### src/rtl/hazard_tracker.sv
// -----------------------------------------------------------------------------
// hazard_tracker
//
// Hazard unit for the five-stage RV32I core. It tracks what sits in EX, MEM
// and WB in a small registered scoreboard. From that scoreboard and the
// instruction currently in ID it produces, combinationally:
//   - load-use stalls,
//   - branch flushes,
//   - ID-stage operand forwarding selects,
//   - the store-data fix-up select for a store sitting in MEM.
// Saturating stall/flush event counters are kept for debug.
// -----------------------------------------------------------------------------
module hazard_tracker #(
    parameter int CNT_W = 16
) (
    input  logic             clk,
    input  logic             rst_n,
    input  logic             id_valid,
    input  logic [4:0]       id_rs1,
    input  logic [4:0]       id_rs2,
    input  logic [4:0]       id_rd,
    input  logic             rs1use,
    input  logic             rs2use,
    input  logic [1:0]       hazard_optype,
    input  logic             RegWrite,
    input  logic             DatatoReg,
    input  logic             mem_w,
    input  logic             Branch,
    output logic             stall_PC,
    output logic             stall_IFID,
    output logic             flush_IFID,
    output logic             flush_IDEX,
    output logic [1:0]       forward_ctrl_A,
    output logic [1:0]       forward_ctrl_B,
    output logic             forward_ctrl_ls,
    output logic [CNT_W-1:0] stall_cnt,
    output logic [CNT_W-1:0] flush_cnt
);

    // hazard_optype value marking rs2 as store data (exempt from load-use stall)
    localparam logic [1:0] OPT_STORE   = 2'b10;

    // ID operand source encodings
    localparam logic [1:0] FWD_RF      = 2'b00;
    localparam logic [1:0] FWD_EX_ALU  = 2'b01;
    localparam logic [1:0] FWD_MEM_ALU = 2'b10;
    localparam logic [1:0] FWD_MEM_LD  = 2'b11;

    // EX and MEM carry everything needed downstream; WB only needs what the
    // store-data fix-up looks at.
    typedef struct packed {
        logic       valid;
        logic [4:0] rd;
        logic       wr;
        logic       load;
        logic       store;
        logic [4:0] rs2;
    } pipe_slot_t;

    typedef struct packed {
        logic       valid;
        logic [4:0] rd;
        logic       wr;
        logic       load;
    } wb_slot_t;

    // -------------------------------------------------------------------------
    // State
    // -------------------------------------------------------------------------
    pipe_slot_t       r_ex;
    pipe_slot_t       r_mem;
    wb_slot_t         r_wb;
    logic             r_out_en;      // low in reset and for the first cycle after
    logic [CNT_W-1:0] r_stall_cnt;
    logic [CNT_W-1:0] r_flush_cnt;

    // -------------------------------------------------------------------------
    // Combinational signals
    // -------------------------------------------------------------------------
    pipe_slot_t       w_id_slot;
    logic             w_ex_hit_rs1;
    logic             w_ex_hit_rs2;
    logic             w_mem_hit_rs1;
    logic             w_mem_hit_rs2;
    logic             w_lu_rs1;
    logic             w_lu_rs2;
    logic             w_stall_raw;
    logic             w_stall;
    logic             w_flush;
    logic [1:0]       w_fwd_a;
    logic [1:0]       w_fwd_b;
    logic             w_fwd_ls;

    // A slot produces register r only if it is a real, writing instruction
    // with a non-zero destination equal to r. x0 never matches.
    function automatic logic f_match(input logic       valid,
                                     input logic       wr,
                                     input logic [4:0] rd,
                                     input logic [4:0] r);
        return valid & wr & (rd != 5'd0) & (rd == r);
    endfunction

    // Operand source priority: EX ALU result first; an EX load match stays on
    // the register file because the stall (or, for store data, the later
    // WB->MEM fix-up) covers it; then MEM, choosing load data or ALU result.
    function automatic logic [1:0] f_fwd_sel(input logic use_op,
                                             input logic ex_hit,
                                             input logic ex_load,
                                             input logic mem_hit,
                                             input logic mem_load);
        logic [1:0] sel;
        sel = FWD_RF;
        if (use_op) begin
            if (ex_hit && !ex_load) begin
                sel = FWD_EX_ALU;
            end else if (ex_hit) begin
                sel = FWD_RF;
            end else if (mem_hit) begin
                sel = mem_load ? FWD_MEM_LD : FWD_MEM_ALU;
            end
        end
        return sel;
    endfunction

    // Pack the ID-stage decode into the slot format entering EX
    always_comb begin
        w_id_slot       = '0;
        w_id_slot.valid = id_valid;
        w_id_slot.rd    = id_rd;
        w_id_slot.wr    = RegWrite;
        w_id_slot.load  = DatatoReg;
        w_id_slot.store = mem_w;
        w_id_slot.rs2   = id_rs2;
    end

    // Register matches of the ID source operands against EX and MEM
    always_comb begin
        w_ex_hit_rs1  = f_match(r_ex.valid,  r_ex.wr,  r_ex.rd,  id_rs1);
        w_ex_hit_rs2  = f_match(r_ex.valid,  r_ex.wr,  r_ex.rd,  id_rs2);
        w_mem_hit_rs1 = f_match(r_mem.valid, r_mem.wr, r_mem.rd, id_rs1);
        w_mem_hit_rs2 = f_match(r_mem.valid, r_mem.wr, r_mem.rd, id_rs2);
    end

    // Load-use stall and branch flush; a stall masks the branch because its
    // operands are stale this cycle.
    always_comb begin
        // NOTE: every output of a combinational block gets a value on every
        // path (here up front); a missed path would infer a latch.
        w_lu_rs1    = 1'b0;
        w_lu_rs2    = 1'b0;
        w_stall_raw = 1'b0;
        w_stall     = 1'b0;
        w_flush     = 1'b0;

        w_lu_rs1    = id_valid & rs1use & w_ex_hit_rs1 & r_ex.load;
        w_lu_rs2    = id_valid & rs2use & w_ex_hit_rs2 & r_ex.load
                    & (hazard_optype != OPT_STORE);
        w_stall_raw = w_lu_rs1 | w_lu_rs2;

        w_stall     = r_out_en & w_stall_raw;
        w_flush     = r_out_en & Branch & id_valid & ~w_stall_raw;
    end

    // Forwarding selects for the ID operands and the MEM store-data fix-up
    always_comb begin
        w_fwd_a  = FWD_RF;
        w_fwd_b  = FWD_RF;
        w_fwd_ls = 1'b0;

        if (r_out_en) begin
            w_fwd_a  = f_fwd_sel(rs1use, w_ex_hit_rs1, r_ex.load,
                                 w_mem_hit_rs1, r_mem.load);
            // An exempt store-data match on an EX load lands in the
            // ex_hit & ex_load branch and stays on the register file.
            w_fwd_b  = f_fwd_sel(rs2use, w_ex_hit_rs2, r_ex.load,
                                 w_mem_hit_rs2, r_mem.load);
            w_fwd_ls = r_mem.valid & r_mem.store
                     & f_match(r_wb.valid, r_wb.wr, r_wb.rd, r_mem.rs2)
                     & r_wb.load;
        end
    end

    // Output enable: holds all outputs at zero through reset and the first
    // cycle after release.
    always_ff @(posedge clk or negedge rst_n) begin
        // NOTE: state is updated with non-blocking assignments so every flop
        // samples pre-edge values regardless of block ordering.
        if (!rst_n) begin
            r_out_en <= 1'b0;
        end else begin
            r_out_en <= 1'b1;
        end
    end

    // Scoreboard shift: a stall injects a bubble into EX, MEM/WB always advance
    always_ff @(posedge clk or negedge rst_n) begin
        // NOTE: the scoreboard is a handful of flops, not a RAM, and its valid
        // bits gate every hazard decision, so all slots are reset explicitly.
        if (!rst_n) begin
            r_ex  <= '0;
            r_mem <= '0;
            r_wb  <= '0;
        end else begin
            if (w_stall) begin
                r_ex <= '0;
            end else begin
                r_ex <= w_id_slot;
            end
            r_mem      <= r_ex;
            r_wb.valid <= r_mem.valid;
            r_wb.rd    <= r_mem.rd;
            r_wb.wr    <= r_mem.wr;
            r_wb.load  <= r_mem.load;
        end
    end

    // Saturating debug event counters
    always_ff @(posedge clk or negedge rst_n) begin
        if (!rst_n) begin
            r_stall_cnt <= '0;
            r_flush_cnt <= '0;
        end else begin
            if (w_stall && (r_stall_cnt != '1)) begin
                r_stall_cnt <= r_stall_cnt + CNT_W'(1);
            end
            if (w_flush && (r_flush_cnt != '1)) begin
                r_flush_cnt <= r_flush_cnt + CNT_W'(1);
            end
        end
    end

    // -------------------------------------------------------------------------
    // Outputs
    // -------------------------------------------------------------------------
    assign stall_PC        = w_stall;
    assign stall_IFID      = w_stall;
    assign flush_IDEX      = w_stall;
    assign flush_IFID      = w_flush;
    assign forward_ctrl_A  = w_fwd_a;
    assign forward_ctrl_B  = w_fwd_b;
    assign forward_ctrl_ls = w_fwd_ls;
    assign stall_cnt       = r_stall_cnt;
    assign flush_cnt       = r_flush_cnt;

endmodule

### config.mk
export PLATFORM = sky130hd
export DESIGN_NAME = hazard_tracker
export DESIGN_NICKNAME = d
export VERILOG_FILES = /design/src/rtl/hazard_tracker.sv
export SDC_FILE = /design/constraint.sdc
export NUM_CORES = 1
export LEC_CHECK = 0
export BUFFER_PORTS_ARGS = -buffer_cell sky130_fd_sc_hd__buf_2
export CAP_MARGIN = 10
export CORE_UTILIZATION = 58
export CTS_CLUSTER_SIZE = 20
export DETAILED_ROUTE_END_ITERATION = 10
export GPL_TIMING_DRIVEN = 0
export PLACE_DENSITY = 0.84
export SLEW_MARGIN = 30
export SYNTH_ARGS = -nofsm -noshare
export SYNTH_HDL_FRONTEND = slang
export SYNTH_SLANG_ARGS = --single-unit
### constraint.sdc
create_clock -name clk -period 5.95 [get_ports clk]
set_clock_uncertainty 0.2 [all_clocks]
set_input_delay 1.19 -clock clk [delete_from_list [all_inputs] [get_ports clk]]
set_output_delay 1.19 -clock clk [all_outputs]
set_load 0.02 [all_outputs]
Word level (Yosys, flattened, before mapping)
Index checks and enable logic that the tools add are counted.
W data, S select, Z words.
{ "classes": {"n_addsub": 2, "mux": 13, "eq_ne": 8, "n_reduce_logical": 8, "bitwise": 27} }
{ "op_table": {"columns": ["cell", "count"], "rows": [
  ["$add A16 B1 Y16 const B", 2],
  ["$ne A16 B16 Y1 const B", 2],
  ["$and A1 B1 Y1", 25],
  ["$eq A5 B5 Y1", 5],
  ["$mux W2", 10],
  ["$reduce_bool A5 Y1", 3],
  ["$mux W14", 1],
  ["$logic_and A1 B1 Y1", 4],
  ["$mux W1", 2],
  ["$ne A2 B2 Y1 const B", 1],
  ["$logic_not A1 Y1", 1],
  ["$not A1 Y1", 1],
  ["$or A1 B1 Y1", 1]
]} }
{ "word_totals": {"input_bits": 26, "ff_bits": 69, "out_inout_bits": 41} }

Depth between registers and ports, before layout
Gate-level depths: netlist of the first run.
{ "depth": {"ltp_word": 10, "ltp_mapped": 7} }

Worst setup path after synthesis of the first run
Ideal clock, no wire load.
{ "synth_path": {"path_type": "in2out", "start": "input id_rs2[2]", "end": "output stall_IFID", "path_slack_ns": 1.846, "path_stages": 6, "t_arrival_ns": 2.714, "path_cell_list": "xor2_1 -> nor4_4 -> nand3_2 -> a211oi_2 -> clkbuf_1 -> buf_4"} }
{ "synth_between": {"elab_chain_len": 7} }
{ "synth_rtl": {"columns": ["item", "line", "rtl"], "rows": [
  ["start, declared", "20", "input logic [4:0] id_rs2,"],
  ["$eq A5 B5 Y1", "100", "return valid & wr & (rd != 5'd0) & (rd == r);"],
  ["$and A1 B1 Y1", "100", null],
  ["$and A1 B1 Y1 (2 in a row)", "156", "w_lu_rs2 = id_valid & rs2use & w_ex_hit_rs2 & r_ex.load"],
  ["$and A1 B1 Y1", "157", "& (hazard_optype != OPT_STORE);"],
  ["$or A1 B1 Y1", "158", "w_stall_raw = w_lu_rs1 | w_lu_rs2;"],
  ["$and A1 B1 Y1", "160", "w_stall = r_out_en & w_stall_raw;"],
  ["end, declared", "30", "output logic stall_IFID,"]
]} }
Every way passes these cells.

Final worst setup path of the first run
Ends and elaborated chain as after synthesis.

==> key figures, run 1 <==
STA
  – Max Transition Viols Final: 0
  – Setup slack after layout: 1510 ps
  – Slew HR: 59.65%
  – Fin. Hold Viols: 0
  – Unrepaired setup endpoints after global routing: false
  – Worst slew pin tran: 603.2 ps
  – Post-layout minimum cycle time: 4440 ps
  – Setup TNS: 0 ps
  – Tcrit/Tclk final: 74.61%
  – Max frequency: 225.2 MHz
  – Setup violators final: 0

Layout
  – Ant. Diodes: 0
  – Share of cells above drive strength 1: 28.65%
  – Syn-to-layout area delta: 21.24%
  – Final non-filler cell total: 419
  – Fin nets: 373

CTS
  – CTS H-tree lvls: 3
  – Sinks on Clock Net: 69
  – Total CTS buffers: 9
  – Post-CTS setup buffers: 0
  – Clock root buffer: clkbuf_8
  – Clk pin slew, worst setup/hold paths: 70 ps
  – CTS tree: yes
  – Hold_buf cts: 0
  – Worst skew pair latency: 340 ps
  – Max Root-Sink Buffers: 2
  – Post-cts resize count: 0

Setup path
  – Worst path most repeated cell: buf_2
  – FF-to-FF setup slack: 3590 ps
  – Reg2reg path depth: 6
  – CP Cell Sequence: buf_2, xor2_1, nor4_4, nand3_2, a211oi_2, clkbuf_1, buf_4, buf_2
  – CP Buf/Inv Count: 4
  – CP Max Fanout: 12
  – Crit start category: primary input
  – Critical Path Slowest Stage Cell: clkbuf_1
  – CP top delay family: buffers and inverters
  – Worst R2R End: r_ex[5]$_DFF_PN0_
  – Worst setup EP type: output port
  – Delay of the slowest critical-path stage: 480 ps
  – Worst reg2reg path startpoint: r_ex[8]$_DFF_PN0_
  – Worst EP arrival: 3050 ps
  – Crit Path Category: primary input to output port
  – Required @ worst endpoint: 4560 ps

Drt
  – Residual DRC: 0
  – Routed Antenna Nets: 0
  – Vias/cell: 5.408
  – Final wirelength: 6197 um
  – First drt pass iteration count: 4
  – Drt wl/cell: 14.79 um
  – Drt initial violations: 123
  – Vias post-DR: 2266

Floorplanning
  – Die width: 75.31 um
  – IO Count: 67
  – Die Area: 5671 um2
  – CORE AREA: 5140 um2
  – Core Rows: 26
  – Initial Util: 60.64%
  – Vert. Die Dim: 75.31 um

Place
  – Routability cong.: 0.9126
  – Placement Setup Slack: 1509 ps
  – HPWL after DPL: 4484 um
  – Port Buffers: 66
  – Placed cells: 404

Pwr
  – Leakage: 1.810 nW
  – Peak VDD IR: 170.3 uV
  – Power Density: 280.9 nW/um2

GRT
  – Largest net degree at the start of global routing: 52
  – Total GRT Usage: 23.90%
  – Met2 GRT Util: 38.00%
  – Vias in the first global route: 2127
  – Grt total ovfl: 0
  – First-pass GRT wire length: 9839 um
  – Busiest grt layer: met2
  – Initial antenna violation count: 0
  – Met1 GRT Util: 32.00%
  – Met3 Resource Use GR: 5.820%

Job
  – Max-cap viol count: 0

Worst hold path
  – Hold WC Path Type: flip-flop to flip-flop
  – HP Start: r_ex[1]$_DFF_PN0_
  – Hold worst-path end: r_mem[1]$_DFF_PN0_
  – WHS Path Cells: 0

Yosys
  – Mapped Nets: 295
  – Distinct cells, synth: 41
  – Syn Area/Cell: 11.67 um2
  – Synthesized flop and latch total: 69
  – Sequential-to-total area share from yosys stat: 55.40%
  – Post-synth EDFFs: 0
  – Cell area after synthesis: 3117 um2
  – Ys async rst share: 100.0%
  – Post-synthesis cell count: 267
  – YS warnings: 0
  – Most used DFF post-synth: dfrtp_1

Run status
  – Status: complete, no violations
## cell usage after synthesis, drive strengths merged, types with 3 or more instances
cell    n  share of area [%]
xor2   25                7.0
mux2    5                1.9
nor3   11                1.8
nand4  16                3.2
nor4    9                2.3
xnor2  27                7.6
inv     3               0.36
buf     5                1.2
and2    3               0.60
and3    5                1.0
nor2b  15                3.0
nand3  22                3.9
dfrtp  69                 55
nor2   14                2.0
nand2  15                1.9
## power breakdown
part / internal (mW) / switching (mW) / total [mW]
registers: 0.498 / 0.0345 / 0.532
clock network: 0.245 / 0.165 / 0.410
logic: 0.0500 / 0.0689 / 0.119
total: 0.792 / 0.269 / 1.06
## metal layers
layer  part of all wire (%)  up-vias
li1                       -     1087
met1                     45     1103
met2                     50       69
met3                    4.4        7
met4                    1.2        0
met5                      0        -
## registers in the layout, indices dropped and copies added (netlist names)
name / flops
flush_cnt: 16
r_mem: 14
r_ex: 14
stall_cnt: 16
r_out_en: 1
r_wb: 8
## final cells by class
type,count,area [um2]
Buffer,7,46.29
Clock buffer,11,141.4
Clock inverter,4,72.57
Fill cell,386,1361
Inverter,3,11.26
Multi-Input combinational cell,188,1333
Sequential cell,69,1727
Tap cell,70,87.58
Timing Repair Buffer,67,360.3
## worst max-delay path by stage
stage	start	cells after the start	slack, ps	end
after floorplan	id_rs2[2]	6	1850	stall_IFID
after global placement	id_rs2[2]	8	1560	stall_PC
after detailed placement	id_rs2[2]	8	1510	stall_IFID
after CTS	id_rs2[2]	8	1500	stall_IFID
after global routing	id_rs2[2]	8	1360	stall_PC
final	id_rs2[2]	8	1510	stall_IFID
## stage by stage
step | power [mW] | instance area [um2] | hold slack [ps] | util [%]
2_1_floorplan | 0.6044 | 3117 | 131.2 | -
3_3_place_gp | 0.6521 | 3535 | 134.8 | 68.77
3_5_place_dp | 0.6604 | 3565 | 134.7 | 69.35
4_1_cts | 1.070 | 3779 | 150.3 | 73.52
5_1_grt | 1.103 | 3779 | 157.1 | 73.52
6_report | 1.061 | 3779 | 149.6 | 73.52
## kinds of logic after synthesis
family	share of synthesized area [%]
other cells	0.1203
simple gates	21.76
compound gates	3.211
buf+inv	1.846
fa+ha+maj	0.8028
flops	55.40
mux	2.248
xor+xnor	14.61
## cells in the final DEF, fill, tap and decap left out, types with 2 or more instances in the layout
cell type / netlist / layout
dfrtp_1: 69 / 69
buf_2: 1 / 66
xnor2_1: 27 / 27
xor2_1: 25 / 25
nand3_1: 20 / 20
nand4_1: 16 / 16
nor2b_1: 15 / 15
nand2_1: 14 / 14
nor2_1: 12 / 12
nor3_1: 11 / 11
clkbuf_8: 0 / 10
nor4_1: 8 / 8
and3_1: 5 / 5
buf_4: 3 / 4
inv_1: 3 / 3
clkbuf_1: 2 / 3
mux2_2: 3 / 3
and2_1: 3 / 3
nand3_2: 2 / 2
or3_1: 2 / 2
o211ai_1: 2 / 2
nor4b_1: 2 / 2
and4_1: 2 / 2
ha_1: 2 / 2
bufinv_16: 0 / 2
Power figures use the tool's default switching activity.
==> inputs of run 2 (changes only) <==
- CORE_UTILIZATION: 58 -> 49
- PLACE_DENSITY: 0.84 -> 0.76
- clock period: 5.95 -> 4 ns (I/O delays scaled with it)
==> run 2 against run 1 <==
Against the previous run: final cell count is 1.4% higher; via count is 0.44% higher; power is 36% higher; clock power is 17% higher; global-route usage is 3.7 points lower; sequential share of layout area is 0.49 points higher; flip-flop and latch count stayed put; non-clock buffer count stayed put; combinational power is 49% higher; wire length is 0.47% lower; cell area is 1.1% lower; die area is 18% higher; critical path type unchanged; largest cell class unchanged; largest power group unchanged.
==> key figures, run 2 (synthesized netlist as in run 1, its figures left out) <==
Setup path
  – Worst setup EP type: output port
  – Worst R2R End: r_ex[5]$_DFF_PN0_
  – Worst path most repeated cell: buf_2
  – Critical Path Slowest Stage Cell: clkbuf_1
  – Worst reg2reg path startpoint: r_ex[8]$_DFF_PN0_
  – CP Max Fanout: 12 (unchanged)
  – CP Cell Sequence: buf_2, xor2_1, nor4_4, nand3_2, a211oi_2, clkbuf_1, buf_4, buf_2
  – Required @ worst endpoint: 3000 ps (-1560 ps)
  – Delay of the slowest critical-path stage: 460 ps (-20 ps)
  – FF-to-FF setup slack: 1620 ps (-1970 ps)
  – Reg2reg path depth: 6 (unchanged)
  – Worst EP arrival: 2670 ps (-380 ps)
  – Crit Path Category: primary input to output port
  – Crit start category: primary input

CTS
  – CTS H-tree lvls: 3 (unchanged)
  – Total CTS buffers: 9 (unchanged)
  – Post-CTS setup buffers: 0 (unchanged)
  – Sinks on Clock Net: 69 (unchanged)
  – Hold_buf cts: 0 (unchanged)
  – Clock root buffer: clkbuf_8
  – Clk pin slew, worst setup/hold paths: 70 ps (about the same)
  – Max Root-Sink Buffers: 2 (unchanged)
  – Post-cts resize count: 0 (unchanged)
  – CTS tree: yes
  – Worst skew pair latency: 340 ps (about the same)

Place
  – Routability cong.: 0.8471 (-7.2%)
  – Port Buffers: 66 (unchanged)
  – Placed cells: 409 (+1.2%)
  – HPWL after DPL: 4560 um (+1.7%)

GRT
  – Initial antenna violation count: 0 (unchanged)
  – Grt total ovfl: 0 (unchanged)
  – Vias in the first global route: 2149 (+1.0%)
  – Total GRT Usage: 20.20% (-3.7 points)
  – Largest net degree at the start of global routing: 50 (-3.8%)
  – First-pass GRT wire length: 9887 um (+0.49%)

Job
  – Max-cap viol count: 0 (unchanged)

STA
  – Setup TNS: 0 ps (unchanged)
  – Worst slew pin tran: 633.6 ps (+30.35 ps)
  – Max Transition Viols Final: 0 (unchanged)
  – Tcrit/Tclk final: 91.63%
  – Slew HR: 57.62% (-2.0 points)
  – Max frequency: 272.9 MHz
  – Post-layout minimum cycle time: 3665 ps
  – Fin. Hold Viols: 0 (unchanged)
  – Setup violators final: 0 (unchanged)
  – WHS: 138.1 ps (-11.52 ps)
  – Unrepaired setup endpoints after global routing: false

Floorplanning
  – Die Area: 6684 um2 (+18%)
  – Initial Util: 51.72% (-8.9 points)
  – CORE AREA: 6026 um2 (+17%)
  – IO Count: 67 (unchanged)
  – Vert. Die Dim: 81.76 um (+8.6%)
  – Core Rows: 28 (+7.7%)
  – Die width: 81.76 um (+8.6%)

Drt
  – Drt initial violations: 115 (-6.5%)
  – Final wirelength: 6168 um (-0.47%)
  – Vias post-DR: 2276 (+0.44%)
  – First drt pass iteration count: 4 (unchanged)
  – Drt wl/cell: 14.51 um (-1.9%)
  – Residual DRC: 0 (unchanged)
  – Routed Antenna Nets: 0 (unchanged)
  – Vias/cell: 5.355 (-0.98%)

Layout
  – Fill cell count: 517 (+34%)
  – Ant. Diodes: 0 (unchanged)
  – Fin nets: 373 (unchanged)
  – Syn-to-layout area delta: 19.95%
  – Most common cell after layout, fill and taps aside: dfrtp_1
  – Final non-filler cell total: 425 (+1.4%)
  – Seq. cell area: 1727 um2 (unchanged)
  – Multi-input gate area: 1333 um2 (unchanged)
  – Commonest non-fill, non-tap cells in the layout: 69 x dfrtp_1, 66 x buf_2, 27 x xnor2_1
  – Share of cells above drive strength 1: 28.86% (+0.20 points)

Worst hold path
  – Hold WC Path Type: primary input to asynchronous set/reset pin

Pwr
  – Leakage: 1.779 nW (-1.7%)
  – Peak VDD IR: 207.8 uV (+22%)
  – Power Density: 387.0 nW/um2 (+38%)

Run status
  – Status: complete, no violations
## run 2: changes by cell type in the layout (fill, tap and decap cells not counted), sizes merged
cell      before  now
clkbuf        13   12
bufinv         2    0
clkinvlp       1    4
clkinv         1    2
## run 2: metrics by stage
step           utilization (%)  total power, mW  area [um2]  setup slack [ps]
6_report                 62.04            1.447        3739             335.0
3_5_place_dp             59.26           0.9826        3571             288.2
3_3_place_gp             58.76           0.9714        3541             328.2
2_1_floorplan                -           0.8990        3117             675.7
4_1_cts                  62.04            1.466        3739             279.5
5_1_grt                  62.04            1.517        3739             187.9
## run 2: per-layer routing
| layer | GRT usage (%) | wire length (um) | vias to the layer above |
|---|---|---|---|
| met2 | 31.74 | 2951 | 72 |
| met1 | 26.03 | 2798 | 1109 |
| met5 | 0 | 0 | - |
| met4 | 8.596 | 98 | 0 |
| li1 | - | - | 1083 |
| met3 | 5.778 | 320 | 12 |
## run 2: cell type report
type	count	share of cell area (%)
multi-input cells	188	35.64
plain buffers	7	1.238
clock inverters	6	1.071
flip-flops and latches	69	46.18
well taps	75	2.510
clock buffers	10	3.414
inverters	3	0.3012
repair buffers	67	9.639
## run 2: how the worst max path moves through the flow
stage	from	to	slack [ps]	cells past startpoint
after floorplan	id_rs2[2]	stall_IFID	680	6
after global placement	id_rs2[2]	stall_PC	330	8
after detailed placement	id_rs2[2]	stall_IFID	290	8
after CTS	id_rs2[2]	stall_IFID	280	8
after global routing	id_rs2[2]	stall_IFID	190	8
final	id_rs2[2]	stall_IFID	330	8
## run 2: power by group
| part | internal, mW | switching (mW) | leakage (nW) |
|---|---|---|---|
| combinational | 0.0745 | 0.103 | 0.834 |
| sequential | 0.741 | 0.0481 | 0.871 |
| clock | 0.222 | 0.259 | 0.0743 |
## run 2: critical path: cells and delay by family
kind	cells	cell delay, ps
buffers and inverters	4	920
AND/OR/NAND/NOR	2	520
AO/OA/AOI/OAI	1	260
XOR/XNOR	1	160
==> inputs of run 3 (changes only) <==
- ABC_AREA: default -> 1
- CORE_UTILIZATION: 49 -> 50
==> run 3 against run 2 <==
Against the previous run: first-iteration DRC count up 16%; largest power group unchanged; fmax up 15%; largest cell class unchanged; combinational power is 9% lower; die area increased by 9.9%.
==> key figures, run 3 <==
Setup path
  – Reg2reg path depth: 9 (+3)
  – Crit start category: primary input
  – CP Max Fanout: 5 (-7)
  – Required @ worst endpoint: 3000 ps (about the same)
  – Crit Path Category: primary input to output port
  – CP top delay family: simple AND/OR/NAND/NOR gates
  – CP Cell Sequence: buf_2, xnor2_1, nand2_1, nor2_1, nand4_1, nand2_2, nand2_1, nor2_1, buf_4, buf_2
  – Worst EP arrival: 2180 ps (-490 ps)
  – Worst R2R End: stall_cnt[10]$_DFFE_PN0P_
  – Delay of the slowest critical-path stage: 230 ps (-230 ps)
  – Critical Path Slowest Stage Cell: nor2_1
  – CP Buf/Inv Count: 3 (-1)
  – Worst setup EP type: output port
  – Worst reg2reg path startpoint: r_ex[8]$_DFF_PN0_
  – FF-to-FF setup slack: 1920 ps (+300 ps)

Drt
  – Final wirelength: 7368 um (+19%)
  – Vias/cell: 4.967 (-7.3%)
  – Top Metal Used: met4
  – Routed Antenna Nets: 0 (unchanged)
  – First drt pass iteration count: 4 (unchanged)
  – Drt wl/cell: 12.28 um (-15%)
  – Met2 wire length: 3547 um (+20%)
  – Routed length on met1: 3356 um (+20%)
  – Metal3 WL: 324 um (+1.3%)
  – Residual DRC: 0 (unchanged)
  – Vias post-DR: 2980 (+31%)
  – Drt initial violations: 133 (+16%)

STA
  – Max frequency: 314.8 MHz (+15%)
  – Max Transition Viols Final: 0 (unchanged)
  – WHS: 129.0 ps (-9.030 ps)
  – Post-layout minimum cycle time: 3176 ps (-488.6 ps)
  – Tcrit/Tclk final: 79.41% (-12 points)
  – Setup TNS: 0 ps (unchanged)
  – Unrepaired setup endpoints after global routing: false
  – Fin. Hold Viols: 0 (unchanged)
  – Setup violators final: 0 (unchanged)

Floorplanning
  – Initial Util: 51.55% (-0.18 points)
  – Core Rows: 30 (+7.1%)
  – Die width: 85.69 um (+4.8%)
  – CORE AREA: 6794 um2 (+13%)
  – Die Area: 7343 um2 (+9.9%)
  – Vert. Die Dim: 85.69 um (+4.8%)
  – IO Count: 67 (unchanged)

Pwr
  – Power Density: 370.5 nW/um2 (-4.3%)
  – Peak VDD IR: 241.3 uV (+16%)
  – Leakage: 2.257 nW (+27%)

Layout
  – Finished Cell Area: 4205 um2 (+12%)
  – Syn-to-layout area delta: 20.08%
  – Fin nets: 528 (+42%)
  – Commonest non-fill, non-tap cells in the layout: 133 x nand2_1, 70 x buf_2, 69 x dfrtp_1
  – End-of-flow core utilization: 61.90% (-0.15 points)
  – Share of cells above drive strength 1: 19.64% (-9.2 points)
  – Ant. Diodes: 0 (unchanged)
  – Fill cell count: 611 (+18%)
  – Most common cell after layout, fill and taps aside: nand2_1

Run status
  – Status: complete, no violations

CTS
  – Post-CTS setup buffers: 0 (unchanged)
  – Sinks on Clock Net: 69 (unchanged)
  – Post-cts resize count: 0 (unchanged)
  – Worst skew pair latency: 340 ps (about the same)
  – Max Root-Sink Buffers: 2 (unchanged)
  – Total CTS buffers: 9 (unchanged)
  – CTS tree: yes
  – Clk pin slew, worst setup/hold paths: 70 ps (about the same)
  – Clock root buffer: clkbuf_8
  – CTS H-tree lvls: 3 (unchanged)
  – Hold_buf cts: 0 (unchanged)

GRT
  – Vias in the first global route: 2765 (+29%)
  – Largest net degree at the start of global routing: 53 (+6.0%)
  – Initial antenna violation count: 0 (unchanged)
  – Total GRT Usage: 21.76% (+1.6 points)
  – Grt total ovfl: 0 (unchanged)
  – First-pass GRT wire length: 12480 um (+26%)

Yosys
  – Most used DFF post-synth: dfrtp_1
  – Synthesized flop and latch total: 69 (unchanged)
  – Cell area after synthesis: 3502 um2 (+12%)
  – Yosys top cell area share: 49.30% (-6.1 points)
  – Post-synth EDFFs: 0 (unchanged)
  – Most numerous cell in the Yosys netlist: nand2_1
  – Ys async rst share: 100.0% (unchanged)
  – Syn Area/Cell: 8.299 um2 (-29%)
  – Yosys top cell by area: dfrtp_1
  – Sequential-to-total area share from yosys stat: 49.30% (-6.1 points)
  – Synth area leaders: dfrtp_1 49%, nand2_1 14%, xor2_1 5.8%
  – YS warnings: 0 (unchanged)
  – Post-synthesis cell count: 422 (+58%)
  – Mapped Nets: 450 (+53%)
  – Synth cell count leaders: 133 x nand2_1, 69 x dfrtp_1, 48 x inv_1
  – Distinct cells, synth: 29 (-29%)

Place
  – HPWL after DPL: 5498 um (+21%)
  – Routability cong.: 0.8746 (+3.2%)
  – Placed instance area: 3983 um2 (+12%)
  – Port Buffers: 66 (unchanged)

Job
  – Max-cap viol count: 0 (unchanged)

Worst hold path
  – Hold WC Path Type: primary input to asynchronous set/reset pin
-- run 3: logic make-up (layout without fill, tap and decap cells) --
group / count (synthesis) / after routing / share of synthesized area, %
buffers and inverters: 60 / 142 / 7.181
and+or+nand+nor: 238 / 238 / 30.23
other: 1 / 1 / 0.1071
AOI/OAI and AO/OA: 7 / 7 / 1.214
DFF: 69 / 69 / 49.30
adders and majority gates: 2 / 2 / 0.7144
xor gates and xnor gates: 45 / 45 / 11.25
-- run 3: worst register-to-register path: stages, from the launching register on --
cell and delay (ps):
dfrtp_1 450, xnor2_1 180, nand2_1 70, nor2_1 150, nand4_1 110, nand2_2 140, nand4_1 260, buf_2 290
nand2_1 80, nand2_1 50
-- run 3: metal layers --
metal	global-route usage (%)	vias up
li1	-	1482
met2	36.73	83
met3	3.657	12
met1	27.57	1403
met5	0	-
met4	9.848	0
-- run 3: cell type report --
cell class	count	area, um2	area share [%]
Clock inverter	5	85.08	2.023
Sequential cell	69	1727	41.06
Tap cell	96	120.1	2.856
Buffer	12	71.32	1.696
Inverter	48	180.2	4.284
Timing Repair Buffer	67	360.3	8.569
Clock buffer	10	137.6	3.273
Multi-Input combinational cell	293	1524	36.24
-- run 3: stage by stage --
step           worst slack, ps  power [mW]  std cells
6_report                 823.6       1.558        600
3_5_place_dp             795.8      0.9451        585
4_1_cts                  788.5       1.569        600
2_1_floorplan            992.3      0.8718        422
5_1_grt                  667.8       1.628        600
3_3_place_gp             825.8      0.9325        584
-- run 3: worst max-delay path by stage --
| stage | start | end | slack, ps | depth (start not counted) |
|---|---|---|---|---|
| after floorplan | id_rs1[1] | stall_IFID | 990 | 8 |
| after global placement | id_rs1[1] | stall_IFID | 830 | 10 |
| after detailed placement | id_rs1[1] | stall_PC | 800 | 10 |
| after CTS | id_rs1[0] | stall_PC | 790 | 10 |
| after global routing | id_rs2[1] | stall_PC | 670 | 12 |
| final | id_rs1[0] | stall_PC | 820 | 10 |
-- run 3: power breakdown --
group	internal (mW)	switching, mW	total, mW	leakage (nW)
clock	0.367	0.260	0.626	0.109
sequential	0.733	0.0377	0.771	0.874
combinational	0.0628	0.0980	0.161	1.27
total	1.16	0.395	1.56	2.26
